==> config.mk <==
export PLATFORM = sky130hd
export DESIGN_NAME = ndata_width_downsizer
export DESIGN_NICKNAME = d
export VERILOG_FILES = /design/src/rtl/ndata_width_downsizer.sv
export SDC_FILE = /design/constraint.sdc
export NUM_CORES = 1
export LEC_CHECK = 0
export CAP_MARGIN = 20
export CELL_PAD_IN_SITES_DETAIL_PLACEMENT = 0
export CELL_PAD_IN_SITES_GLOBAL_PLACEMENT = 1
export CORE_ASPECT_RATIO = 1.5
export CORE_MARGIN = 8
export CORE_UTILIZATION = 36
export CTS_CLUSTER_SIZE = 10
export DETAILED_ROUTE_END_ITERATION = 16
export GPL_ROUTABILITY_DRIVEN = 0
export PLACE_DENSITY = 0.84
export SLEW_MARGIN = 20
export SYNTH_ARGS = -nofsm -noshare
export SYNTH_HDL_FRONTEND = slang
export SYNTH_SLANG_ARGS = --single-unit
==> constraint.sdc <==
create_clock -name clk -period 21.6 [get_ports clk]
set_input_delay 4.32 -clock clk [delete_from_list [all_inputs] [get_ports clk]]
set_output_delay 4.32 -clock clk [all_outputs]
set_load 0.02 [all_outputs]
==> src/rtl/ndata_width_downsizer.sv <==
// ndata_width_downsizer
//   Splits each 16-element input beat into two 8-element output beats.
//   An accepted input beat is captured into a holding buffer. The low half
//   is emitted first, then the high half. The output is driven only from
//   that buffer.
//
// Optional feature (macro LIBSTF_DWC_SKIP_EMPTY_HALF_EN):
//   When defined, a buffered beat whose keep[15:8] is all zero emits only
//   its low half, and that half carries last. When undefined, both halves
//   are always emitted.
//
// Parameters
//   data_t     element type on both streams
//   IN_WIDTH   elements per input beat  (must be 16)
//   OUT_WIDTH  elements per output beat (must be 8)
//
// Ports
//   clk        clock; all state changes on its rising edge
//   rst        synchronous, active-high reset
//   in_data    input elements          in_keep   per-element keep
//   in_valid   input valid             in_ready  input ready
//   in_last    input end-of-packet
//   out_data   output elements         out_keep  per-element keep
//   out_valid  output valid            out_ready output ready
//   out_last   output end-of-packet
module ndata_width_downsizer #(
    parameter type data_t    = logic [7:0],
    parameter int  IN_WIDTH  = 16,
    parameter int  OUT_WIDTH = 8
) (
    input  logic                   clk,
    input  logic                   rst,
    input  data_t [IN_WIDTH-1:0]   in_data,
    input  logic  [IN_WIDTH-1:0]   in_keep,
    input  logic                   in_valid,
    input  logic                   in_last,
    output logic                   in_ready,
    output data_t [OUT_WIDTH-1:0]  out_data,
    output logic  [OUT_WIDTH-1:0]  out_keep,
    output logic                   out_valid,
    output logic                   out_last,
    input  logic                   out_ready
);

    if (IN_WIDTH != 16) begin : g_bad_in_width
        $error("ndata_width_downsizer: IN_WIDTH must be 16");
    end
    if (OUT_WIDTH != 8) begin : g_bad_out_width
        $error("ndata_width_downsizer: OUT_WIDTH must be 8");
    end

    typedef enum logic [1:0] {
        EMPTY = 2'd0,
        LOW   = 2'd1,
        HIGH  = 2'd2
    } state_t;

    state_t                state;
    data_t [IN_WIDTH-1:0]  buf_data;
    logic  [IN_WIDTH-1:0]  buf_keep;
    logic                  buf_last;

    logic skip_high;
    logic final_half;
    logic accept;

`ifdef LIBSTF_DWC_SKIP_EMPTY_HALF_EN
    assign skip_high = (buf_keep[IN_WIDTH-1:OUT_WIDTH] == '0);
`else
    assign skip_high = 1'b0;
`endif

    // The low half is always emitted, even with zero keep. This keeps last
    // from being lost when the whole beat is empty.
    assign final_half = (state == HIGH) || ((state == LOW) && skip_high);

    // Accept a new beat into an empty buffer, or in the same cycle that the
    // final half drains. This gives back-to-back beats with no bubble.
    // Reset blocks the handshake so nothing is captured during a reset cycle.
    assign in_ready = !rst && ((state == EMPTY) || (final_half && out_ready));
    assign accept   = in_valid && in_ready;

    assign out_valid = (state != EMPTY);
    assign out_last  = buf_last && final_half;

    always_comb begin
        out_data = buf_data[OUT_WIDTH-1:0];
        out_keep = buf_keep[OUT_WIDTH-1:0];
        if (state == HIGH) begin
            out_data = buf_data[IN_WIDTH-1:OUT_WIDTH];
            out_keep = buf_keep[IN_WIDTH-1:OUT_WIDTH];
        end
    end

    // The buffer needs no reset. It is meaningful only while state != EMPTY,
    // and it is refilled on every accepted beat.
    always_ff @(posedge clk) begin
        if (accept) begin
            buf_data <= in_data;
            buf_keep <= in_keep;
            buf_last <= in_last;
        end
    end

    always_ff @(posedge clk) begin
        if (rst) begin
            state <= EMPTY;
        end else begin
            case (state)
                EMPTY: begin
                    if (in_valid) state <= LOW;
                end
                LOW: begin
                    if (out_ready) begin
                        if (!final_half) state <= HIGH;
                        else             state <= accept ? LOW : EMPTY;
                    end
                end
                HIGH: begin
                    if (out_ready) state <= accept ? LOW : EMPTY;
                end
                default: state <= EMPTY;
            endcase
        end
    end

endmodule

==> results.sh, run 1 <==
export IMPL_yosysTopAreaCellShare=0.763
export IMPL_min_path_type="reg -> reg"
export IMPL_synth_edff_count=145
export IMPL_endpoint_kind="output pin"
export IMPL_cts_max_level=4
export IMPL_holdPathEnd="state[1]"
export IMPL_holdPathStages=2
export IMPL_max_slew_worst_pin_slew_ns=1.08
export IMPL_ant_nets=0
export IMPL_worstPathArrival_ns=5.72
export IMPL_synth_most_common_cell="edfxtp_1"
export IMPL_grt_pass1_wl_mm=19.6
export IMPL_io_pins=224
export IMPL_cts_sinks=147
export IMPL_maxSlewViolCount=0
export IMPL_fp_dieH_um=170
export IMPL_wl_per_cell_um=19.2
export IMPL_ir_worst_vdd_uv=44.4
export IMPL_viasPerCell=4.45
export IMPL_insertion_delay_ns=0.40
export IMPL_grt_pass1_vias=3560
export IMPL_synthTopCellsByCount="145 x edfxtp_1, 69 x mux2_4, 8 x buf_12"
export IMPL_r2r_start="state[1]"
export IMPL_utilization=0.558
export IMPL_status="finished clean"
export IMPL_die_area_um2=20200
export IMPL_period_share=0.465
export IMPL_power_density_nw_per_um2=82.7
export IMPL_finalCriticalPeriod_ns=10.04
export IMPL_synthCells=239
export IMPL_final_design_area_no_fill_um2=8680
export IMPL_ys_seq_area_frac=0.770
export IMPL_port_buffers=223
export IMPL_rows=56
export IMPL_grt_max_degree=87
export IMPL_postPlaceCellArea_um2=8060
export IMPL_async_flop_share=0
export IMPL_r2r_cells=4
export IMPL_die_w_um=119
export IMPL_core_area_um2=15600
export IMPL_drcViolationCount=0
export IMPL_postCtsSetupBuffers=0
export IMPL_ys_flop_type="edfxtp_1"
export IMPL_clock_skew_ns=0.00837
export IMPL_setup_tns_ns=0
export IMPL_cts_resized=0
export IMPL_vias=3081
export IMPL_synth_seq_cells=147
export IMPL_cts_hold_buf=0
export IMPL_synth_area_um2=5710
export IMPL_root_buffer="clkbuf_16"
export IMPL_syn_area_per_cell_um2=23.9
export IMPL_slew_headroom=0.283
export IMPL_dp_hpwl_mm=9.92
export IMPL_worstSetupStartpointType="input pin"
export IMPL_cts_path_max_buffers=2
export IMPL_yosys_warnings=0
export IMPL_clkSlewWorstSetupHoldPaths_ns=0.06
export IMPL_yosys_top_cells_area="edfxtp_1 76%, mux2_4 18%, buf_12 2.8%"
export IMPL_cts_tree="built"
export IMPL_initial_utilization=0.367
export IMPL_cts_buffers_inserted=17
export IMPL_overflow=0
export IMPL_drtIter0Drc=102
export IMPL_rsz0062_at_grt="no"
export IMPL_synth_cell_types=16
export IMPL_track_usage=0.130
export IMPL_worstSetupPathType="in -> out"
export IMPL_hold_violations=0
export IMPL_finalSetupViolCount=0
export IMPL_reg2reg_slack_ns=18.81
export IMPL_crit_fanout=4
export IMPL_finish_net_count=625
export IMPL_antenna_found_initial=1
export IMPL_synth_nets=388
export IMPL_synth_area_leader_cell="edfxtp_1"
export IMPL_drv_cap=0
export IMPL_hp_start="state[0]"
export IMPL_required_ns=17.28
export IMPL_timing_rr_end="buf_data[76]"
export IMPL_wirelength_mm=13.3
export IMPL_drive_gt1_frac=0.213
export IMPL_syn2layout_area_growth_pct=52.1
export IMPL_drtPass1Iterations=4
export IMPL_clock_fmax_mhz=99.6
export IMPL_p_leak_nw=3.24
## logic make-up after synthesis
family / count (synthesis) / synth area share
compound gates: 2 / 0.00241
buf+inv: 9 / 0.0287
flops: 147 / 0.770
mux: 72 / 0.187
simple gates: 9 / 0.0112
## worst max path at each step
stage	from	to	slack [ns]	cells past startpoint
finish	out_ready	in_ready	11.56	4
global route	out_ready	in_ready	11.50	4
detailed placement	out_ready	in_ready	11.57	4
global placement	out_ready	in_ready	11.58	4
CTS	out_ready	in_ready	11.54	4
floorplan	out_ready	buf_data[0]	1.46	2
## placed cells by master, fill, tap and decap left out, types with 2 or more instances in the layout
cell type	n
clkdlybuf4s50_1	223
edfxtp_1	145
mux2_4	69
clkbuf_16	17
bufinv_16	4
mux2_1	3
inv_6	3
buf_4	3
nor2_1	2
clkbuf_1	2
clkinv_4	2
dfxtp_1	2
## cell type report
cell class                 instances  area (um^2)
antenna                            1         2.50
clock inverter                    12          180
fill                            1252         6880
timing repair buffer             226         2250
inverter                           1         3.75
clock buffer                      19          433
sequential                       147         4390
multi-input combinational         83         1150
tap                              203          254
## sequential cells by signal, indices dropped and copies added (netlist names)
signal,cells
buf_data,128
buf_keep,16
state,2
buf_last,1
## worst max-delay path: stages
cell and delay, ns:
clkdlybuf4s50_1 0.52, nor2b_1 0.10, nor3_1 0.14, clkdlybuf4s50_1 0.64
## power breakdown
| part | total [W] | leakage [nW] | internal, W | switching (W) |
|---|---|---|---|---|
| Sequential | 0.000332 | 1.36 | 0.000329 | 0.00000346 |
| Combinational | 0.0000805 | 1.59 | 0.0000497 | 0.0000308 |
| Clock | 0.000304 | 0.296 | 0.000194 | 0.000111 |
| Total | 0.000717 | 3.24 | 0.000572 | 0.000145 |
## through the flow
stage | worst slack [ns] | hold slack [ns] | power, W | std cells
final | 11.56 | 0.600 | 0.000717 | 692
after global placement | 11.58 | 0.553 | 0.000418 | 660
after floorplan | 1.46 | 0.519 | 0.000379 | 239
after CTS | 11.54 | 0.602 | 0.000728 | 691
after global routing | 11.50 | 0.647 | 0.000741 | 692
after detailed placement | 11.57 | 0.592 | 0.000420 | 660
## per-layer routing
layer	global-route usage	part of all wire	up-vias
li1	-	-	1427
met1	0.122	0.34	1494
met2	0.241	0.56	134
met3	0.0408	0.060	26
met4	0.0834	0.039	0
met5	0	0	-
Power figures use the tool's default switching activity.
==> run 2, diff against run 1 <==
--- a/config.mk
+++ b/config.mk
@@ -10,11 +10,11 @@
 export CELL_PAD_IN_SITES_GLOBAL_PLACEMENT = 1
 export CORE_ASPECT_RATIO = 1.5
 export CORE_MARGIN = 8
-export CORE_UTILIZATION = 36
+export CORE_UTILIZATION = 33
 export CTS_CLUSTER_SIZE = 10
 export DETAILED_ROUTE_END_ITERATION = 16
 export GPL_ROUTABILITY_DRIVEN = 0
-export PLACE_DENSITY = 0.84
+export PLACE_DENSITY = 0.81
 export SLEW_MARGIN = 20
 export SYNTH_ARGS = -nofsm -noshare
 export SYNTH_HDL_FRONTEND = slang
==> constraint.sdc (replaced) <==
create_clock -name clk -period 9 [get_ports clk]
set_input_delay 1.8 -clock clk [delete_from_list [all_inputs] [get_ports clk]]
set_output_delay 1.8 -clock clk [all_outputs]
set_load 0.02 [all_outputs]
==> run 2 against run 1 <==
Worst hold slack gained 0.028 ns; global-route usage shrank 0.98 points; clock-buffer cell count shrank 1; sequential power grew 140%; setup slack lost 7.6 ns; combinational power grew 140%; critical path depth is the same; wire length shrank 0.92%; core utilization shrank 5.3 points; highest routed layer unchanged.
==> results.sh, run 2 (same netlist as run 1, synthesis figures left out) <==
export IMPL_wirelength_mm=13.2
export IMPL_cts_tree="built"
export IMPL_fp_dieH_um=177
export IMPL_clkSlewWorstSetupHoldPaths_ns=0.06
export IMPL_drive_gt1_frac=0.217
export IMPL_rows=59
export IMPL_regMostFlops="buf_data"
export IMPL_cts_buffers_inserted=17
export IMPL_port_buffers=223
export IMPL_track_usage=0.121
export IMPL_setup_tns_ns=0
export IMPL_top_regs="buf_data (128), buf_keep (16), state (2)"
export IMPL_initial_utilization=0.333
export IMPL_cts_resized=0
export IMPL_core_area_um2=17100
export IMPL_cts_max_level=4
export IMPL_cts_hold_buf=0
export IMPL_mostFrequentLayoutCells="223 x clkdlybuf4s50_1, 145 x edfxtp_1, 69 x mux2_4"
export IMPL_period_share=0.561
export IMPL_drcViolationCount=0
export IMPL_worstSetupStartpointType="input pin"
export IMPL_die_area_um2=21800
export IMPL_clock_fmax_mhz=198
export IMPL_viasPerCell=4.36
export IMPL_dp_hpwl_mm=9.77
export IMPL_drtPass1Iterations=4
export IMPL_die_w_um=123
export IMPL_required_ns=7.20
export IMPL_antenna_cells=0
export IMPL_max_slew_worst_pin_slew_ns=1.02
export IMPL_worstPathArrival_ns=3.25
export IMPL_grt_pass1_wl_mm=19.4
export IMPL_ant_nets=0
export IMPL_insertion_delay_ns=0.41
export IMPL_worstSetupPathType="in -> out"
export IMPL_grt_max_degree=89
export IMPL_root_buffer="clkbuf_16"
export IMPL_finalCriticalPeriod_ns=5.05
export IMPL_power_density_nw_per_um2=191
export IMPL_fin_hold_ws_ns=0.628
export IMPL_antenna_found_initial=0
export IMPL_io_pins=224
export IMPL_crit_fanout=4
export IMPL_overflow=0
export IMPL_drtIter0Drc=177
export IMPL_finish_net_count=625
export IMPL_slew_headroom=0.323
export IMPL_p_leak_nw=3.23
export IMPL_n_fill_cell=1428
export IMPL_wl_per_cell_um=18.8
export IMPL_postCtsSetupBuffers=0
export IMPL_cts_sinks=147
export IMPL_final_common_cell="clkdlybuf4s50_1"
export IMPL_vias=3060
export IMPL_clock_skew_ns=0.0100
export IMPL_cts_path_max_buffers=2
export IMPL_syn2layout_area_growth_pct=51.4
export IMPL_largest_register_ffs=128
export IMPL_status="finished clean"
export IMPL_finalSetupViolCount=0
export IMPL_maxSlewViolCount=0
export IMPL_endpoint_kind="output pin"
export IMPL_min_path_type="reg -> reg"
export IMPL_drv_cap=0
export IMPL_grt_pass1_vias=3440
export IMPL_hold_violations=0
export IMPL_rsz0062_at_grt="no"
export IMPL_ir_worst_vdd_uv=138
-- run 2: changes by cell type in the layout (fill, tap and decap cells not counted) --
cell       before  now
nor4b_4         0    1
inv_6           3    6
nor4b_2         1    0
clkbuf_1        2    1
clkinv_2        1    3
bufinv_16       4    1
buf_4           3    2
diode_2         1    0
buf_6           0    1
-- run 2: metrics by stage --
stage	std cells	power, W	util	setup WS [ns]	cell area (um^2)
CTS	702	0.00168	0.504	3.93	8640
finish	702	0.00165	0.505	3.95	8640
global placement	670	0.00100	0.472	3.97	8080
floorplan	239	0.000900	-	2.07	5720
global route	702	0.00172	0.505	3.82	8640
detailed placement	670	0.00101	0.472	3.94	8080
-- run 2: worst paths after layout --
check	startpoint	end	slack, ns	depth (start not counted)
min reg2reg	state[0]	state[1]	0.63	2
min	state[0]	state[1]	0.63	2
max	out_ready	in_ready	3.95	4
max reg2reg	state[1]	buf_data[8]	6.41	4
-- run 2: routing by layer --
layer | global-route usage | share of wire | vias to the layer above | routed length, um
met5 | 0 | 0 | - | 0
met4 | 0.0499 | 0.021 | 0 | 278
met3 | 0.0556 | 0.082 | 21 | 1080
met2 | 0.216 | 0.55 | 134 | 7290
met1 | 0.115 | 0.34 | 1483 | 4530
li1 | - | - | 1422 | -
-- run 2: layout make-up --
class | instances | area [um^2] | area share
Sequential cell | 147 | 4390 | 0.509
Timing Repair Buffer | 226 | 2260 | 0.261
Multi-Input combinational cell | 83 | 1160 | 0.135
Clock buffer | 18 | 429 | 0.0497
Tap cell | 213 | 267 | 0.0308
Clock inverter | 14 | 126 | 0.0146
Inverter | 1 | 3.75 | 0.000434
-- run 2: power breakdown --
group	switching [W]	internal [W]	leakage [nW]
Combinational	0.0000744	0.000120	1.59
Clock	0.000278	0.000384	0.274
Sequential	0.00000826	0.000789	1.36
-- run 2: worst max-delay path, stage by stage --
cell             delay (ns)
clkdlybuf4s50_1        0.52
nor2b_1                0.11
nor3_1                 0.18
clkdlybuf4s50_1        0.65
